==> src/rtl/rotate_seq_pkg.sv <==
// rtl/rotate_seq_pkg.sv - shared widths, state type and reset constants for the rotate step sequencer
package rotate_seq_pkg;

  localparam int DATA_W = 8;
  localparam int AMT_W  = 3;

  typedef enum logic {
    IDLE = 1'b0,
    RUN  = 1'b1
  } seq_state_t;

  localparam logic [DATA_W-1:0] PAT_RST = 8'h01;
  localparam logic [AMT_W-1:0]  AMT_RST = 3'd0;
  localparam logic [AMT_W-1:0]  AMT_MAX = 3'd7;

endpackage

==> src/rtl/mod_m_counter.sv <==
// rtl/mod_m_counter.sv - modulo-M prescaler with enable and synchronous clear, pulses max_tick on the last count
module mod_m_counter #(
  parameter int M = 5_000_000
) (
  input  logic clk,
  input  logic rst,
  input  logic en,
  input  logic clr,
  output logic max_tick
);

  localparam int CW = (M > 2) ? $clog2(M) : 1;
  localparam logic [CW-1:0] LAST = CW'(M - 1);

  logic [CW-1:0] cnt;

  // Count 0..M-1 while enabled; clear has priority so a restart always begins at zero.
  always_ff @(posedge clk or posedge rst) begin
    if (rst) begin
      cnt <= '0;
    end else if (clr) begin
      cnt <= '0;
    end else if (en) begin
      if (cnt == LAST) cnt <= '0;
      else             cnt <= cnt + 1'b1;
    end
  end

  assign max_tick = en && (cnt == LAST);

endmodule

==> src/rtl/rotate_step_sequencer.sv <==
// rtl/rotate_step_sequencer.sv - steps a barrel-shifter rotate amount per prescaled tick; ROTATE_BOUNCE_EN selects ping-pong direction
module rotate_step_sequencer
  import rotate_seq_pkg::*;
#(
  parameter int TICK_DIV = 5_000_000
) (
  input  logic              clk,
  input  logic              reset,
  input  logic [DATA_W-1:0] pattern_in,
  input  logic              load,
  input  logic              start,
  input  logic              stop,
  input  logic              dir,
  output logic [DATA_W-1:0] sh_a,
  output logic [AMT_W-1:0]  sh_amt,
  output logic              sh_lr,
  input  logic [DATA_W-1:0] sh_y,
  output logic [DATA_W-1:0] q,
  output logic              busy,
  output logic              step
);

  seq_state_t state;
  logic       tick;
  logic       presc_clr;

  assign busy = (state == RUN);

  // Prescaler restarts from zero whenever the sequencer enters RUN or drops back to IDLE.
  assign presc_clr = ((state == IDLE) && start) || ((state == RUN) && stop);

  mod_m_counter #(
    .M(TICK_DIV)
  ) u_presc (
    .clk     (clk),
    .rst     (reset),
    .en      (busy),
    .clr     (presc_clr),
    .max_tick(tick)
  );

  // Sequencer FSM and shifter-facing registers; load is applied last so it overrides a same-cycle tick.
  always_ff @(posedge clk or posedge reset) begin
    if (reset) begin
      state  <= IDLE;
      sh_a   <= PAT_RST;
      sh_amt <= AMT_RST;
      sh_lr  <= 1'b0;
      q      <= PAT_RST;
      step   <= 1'b0;
    end else begin
      q    <= sh_y;
      step <= 1'b0;
      case (state)
        IDLE: begin
          if (start && !stop) begin
            state <= RUN;
            sh_lr <= dir;
          end
        end
        RUN: begin
          if (stop) begin
            state <= IDLE;
          end else if (tick) begin
            sh_amt <= sh_amt + 3'd1;
            step   <= 1'b1;
`ifdef ROTATE_BOUNCE_EN
            if (sh_amt == AMT_MAX) sh_lr <= ~sh_lr;
`endif
          end
        end
        default: state <= IDLE;
      endcase
      if (load) begin
        sh_a   <= pattern_in;
        sh_amt <= AMT_RST;
        step   <= 1'b0;
      end
    end
  end

endmodule

==> config.mk <==
export PLATFORM = sky130hd
export DESIGN_NAME = rotate_step_sequencer
export DESIGN_NICKNAME = d
export VERILOG_FILES = /design/src/rtl/rotate_seq_pkg.sv /design/src/rtl/mod_m_counter.sv /design/src/rtl/rotate_step_sequencer.sv
export SDC_FILE = /design/constraint.sdc
export NUM_CORES = 1
export LEC_CHECK = 0
export BUFFER_PORTS_ARGS = -buffer_cell sky130_fd_sc_hd__buf_2
export CAP_MARGIN = 0
export CORE_MARGIN = 2
export CORE_UTILIZATION = 45
export CTS_CLUSTER_SIZE = 24
export DETAILED_ROUTE_END_ITERATION = 6
export PLACE_DENSITY = 0.72
export SETUP_SLACK_MARGIN = 0.4
export SLEW_MARGIN = 20
export SYNTH_ARGS = -nofsm -noshare
export SYNTH_HDL_FRONTEND = slang
export SYNTH_SLANG_ARGS = --single-unit
==> constraint.sdc <==
create_clock -name clk -period 2 [get_ports clk]
set_clock_uncertainty 0.15 [all_clocks]
set_input_delay 0.4 -clock clk [delete_from_list [all_inputs] [get_ports clk]]
set_output_delay 0.4 -clock clk [all_outputs]
set_load 0.005 [all_outputs]
==> metrics.md <==
| Metric | Value |
|---|---|
| Seq cells post-synth | 45 |
| Setup violations, final | 3 |
| Core ar. | 4414 um2 |
| First-pass GRT wire length | 8.776 mm |
| Most common cell in the synthesized netlist | dfrtp_1 |
| Reg-to-reg startpoint | u_presc.cnt[21]$_DFFE_PP0P_ |
| RR Endpoint | u_presc.cnt[8]$_DFFE_PP0P_ |
| CTS tree | yes |
| CP arrival | 2.08 ns |
| Tcrit/Tclk final | 1.009 |
| Drt first pass iters | 5 |
| P per Cell Area | 629.8 nW/um2 |
| Post-Syn Nets | 218 |
| Synth top area share | 0.5150 |
| Minimum clock period | 2.019 ns |
| Unrepaired setup endpoints after global routing | yes |
| Hold worst-path end | q[0]$_DFF_PP1_ |
| Die span in y | 72.14 um |
| Fin. Hold Viols | 0 |
| Clock Path Buffers | 2 |
| Routed Antenna Nets | 0 |
| P&R area growth vs syn | 43.89% |
| Top FF cell, synth | dfrtp_1 |
| Asr flop ratio synth | 1.000 |
| GPL Wtd Cong | 0.8172 |
| Final worst-path setup slack | -0.01860 ns |
| Initial antenna violation count | 0 |
| Final hold slack | 0.02811 ns |
| Worst-path maximum fanout | 4 |
| Sink Count | 45 |
| CTS H-tree depth | 2 |
| Number of synthesized flops with an enable pin | 0 |
| Reg area | 1129 um2 |
| Failing checks | negative setup slack |
| Max incr delay on CP | 0.40 ns |
| Synth Area in Compound Gates | 0.1234 |
| All-Layer GR Usage | 0.2158 |
| Crit start category | register |
| Number of distinct library cells after synthesis | 48 |
| Top post-synthesis cells by count | 43 x dfrtp_1, 23 x nor2_1, 14 x nand2_1, 14 x o21ai_0, 9 x mux2_2 |
| CP Capture Type | register |
| Flop-to-flop setup slack | -0.02 ns |
| VDD IR max | 0.5537 mV |
| Hold WC Path Type | primary input to register |
| Seq/Total Area, Yosys | 0.5401 |
| Post-layout power | 1.893 mW |
| Wire per inst | 15.34 um |
| WL final | 5.125 mm |
| Layout Utilization | 0.6811 |
| CTS root buf | clkbuf_8 |
| Dominant combinational cell family by area after synthesis | simple AND/OR/NAND/NOR gates |
| DR vias | 1,864 |
| Xor and xnor area share after synthesis | 0.02934 |
| Syn Area/Cell | 10.77 um2 |
| Buffers on Ports | 43 |
| Worst reg2reg path depth | 6 |
| Ratio of cells with drive above 1 in the final layout | 0.5142 |
| CTS Buf Count | 5 |
| Worst-margin pin slew | 0.4377 ns |
| Area of the multi-input gates | 1114 um2 |
| Mapped cell area | 2090 um2 |
| Chip width | 72.14 um |
| Max_slew headroom | 0.7076 |
| Fmax | 495.4 MHz |
| Simple-gate area share of the yosys netlist | 0.2216 |
| IO Pins | 44 |
| Largest net degree at the start of global routing | 22 |
| CP Cell Sequence | nor4b_2 > nand4_1 > o21ai_2 > buf_2 > o21ai_1 > a22o_1 |
| Number of remaining DRC errors | 0 |
| Clk Latency, worst-skew pair | 0.31 ns |
| Req. time, crit path | 2.06 ns |
| Synth area leaders | dfrtp_1 51%, mux2_2 4.9%, nor2_1 4.1% |
| Adder-Cell Fraction of Synth Area | 0.01198 |
| Gr ovfl total | 0 |
| Crit-path slowest cell | dfrtp_1 |
| Max-slew violation count | 0 |
| Routed vias/inst | 5.581 |
| Initial DRC Count | 134 |
| Cells after synthesis | 194 |
| Mux contribution to synthesized area | 0.05329 |
| Crit Path Class | register to register |
| Nets | 305 |
| Vias in the first global route | 1,843 |
| Max-cap violations | 0 |
| Leading area contributor after synthesis | dfrtp_1 |
| Hold path depth | 1 |
| P_leak | 1.374 nW |
| Hold Startpoint | sh_y[0] |
| DIE AREA | 5204 um2 |
| Initial Util | 0.4734 |
| Clock Pin Slew Worst Setup and Hold Paths | 0.09 ns |
| Row count | 24 |
| Status | finished, violations left |
| Diodes inserted | 0 |
| Post-detail-place hpwl | 3.457 mm |
| # fillers | 326 |
| Warnings from Yosys | 0 |
## registers in the layout, indices dropped and copies added, names as in the netlist
| name | count |
|---|---|
| u_presc.cnt | 23 |
| q | 8 |
| sh_a | 8 |
| sh_amt | 3 |
| busy | 1 |
| sh_lr | 1 |
| step | 1 |
## per-stage QoR
step | setup WS [ns] | area [um2] | setup TNS [ns] | std cells
floorplan | 0.1437 | 2140 | 0 | 194
global placement | 0.03812 | 2576 | 0 | 310
detailed placement | 0.02767 | 2576 | 0 | 310
CTS | 0.08262 | 2909 | 0 | 332
global route | -0.09890 | 3007 | -0.6078 | 334
finish | -0.01860 | 3007 | -0.02769 | 334
## final cells by class
cell class	count	share of cell area
clock buffer	6	0.02747
multi-input combinational	141	0.3704
sequential	45	0.3754
tap	52	0.02164
timing repair buffer	86	0.1877
clock inverter	2	0.01373
inverter	2	0.003745
## how the worst max path moves through the flow
stage | start | to | slack [ns] | depth (start not counted)
final | u_presc.cnt[21]$_DFFE_PP0P_ | u_presc.cnt[8]$_DFFE_PP0P_ | -0.02 | 6
after floorplan | u_presc.cnt[1]$_DFFE_PP0P_ | sh_amt[2]$_DFFE_PP0P_ | 0.14 | 6
after global routing | u_presc.cnt[10]$_DFFE_PP0P_ | u_presc.cnt[8]$_DFFE_PP0P_ | -0.1 | 6
after global placement | u_presc.cnt[1]$_DFFE_PP0P_ | sh_amt[2]$_DFFE_PP0P_ | 0.04 | 6
after CTS | u_presc.cnt[10]$_DFFE_PP0P_ | sh_amt[2]$_DFFE_PP0P_ | 0.08 | 6
after detailed placement | u_presc.cnt[1]$_DFFE_PP0P_ | sh_amt[2]$_DFFE_PP0P_ | 0.03 | 6
## where the power goes
part | leakage, nW | total (mW) | internal [mW] | switching (mW)
combinational | 0.725 | 0.191 | 0.0932 | 0.0976
clock | 0.0633 | 0.744 | 0.415 | 0.329
sequential | 0.585 | 0.959 | 0.944 | 0.0153
total | 1.37 | 1.89 | 1.45 | 0.442
## timing repair
| action | 4_1_cts | 5_1_grt |
|---|---|---|
| pin swaps | 15 | 5 |
| endpoints found under the hold margin | 17 | 0 |
| resized for setup | 28 | 16 |
| cloned | 1 | 0 |
| buffers inserted | 12 | 2 |
| setup endpoints to repair | 26 | 27 |
| hold buffers | 1 | 0 |
## critical path, delay by kind of cell (launching register included)
kind / cells / cell delay (ns)
compound gates: 3 / 0.57
buf+inv: 1 / 0.20
flops: 1 / 0.40
simple gates: 2 / 0.60
## cells by family (layout without fill, tap and decap cells)
| kind of cell | count (synthesis) | after routing |
|---|---|---|
| flops | 45 | 45 |
| compound gates | 40 | 40 |
| fa+ha+maj | 2 | 2 |
| simple gates | 82 | 82 |
| xor+xnor | 7 | 7 |
| mux | 10 | 10 |
| buf+inv | 8 | 96 |
## placed cells by master (no fill, tap or decap), types with 3 or more instances in the layout
cell type,count
nor2_1,18
clkbuf_8,6
nor2_4,4
nand3_1,3
nand3_2,3
buf_2,44
xor2_1,3
nor3_1,3
o21ai_2,4
buf_6,7
mux2_2,9
buf_4,34
nand2_2,3
a31oi_1,5
o21ai_1,7
nand4_1,7
nor3_2,3
dfrtp_1,43
nand2b_1,3
nand2_1,11
o21ai_0,6
a22o_1,7
## layer usage
| metal | global-route usage | up-vias | part of all wire |
|---|---|---|---|
| met1 | 0.2752 | 922 | 0.42 |
| li1 | - | 879 | - |
| met4 | 0.09015 | 0 | 0.024 |
| met2 | 0.3568 | 51 | 0.51 |
| met5 | 0 | - | 0 |
| met3 | 0.04583 | 12 | 0.047 |
No activity file was read; power rests on OpenSTA's default activity.
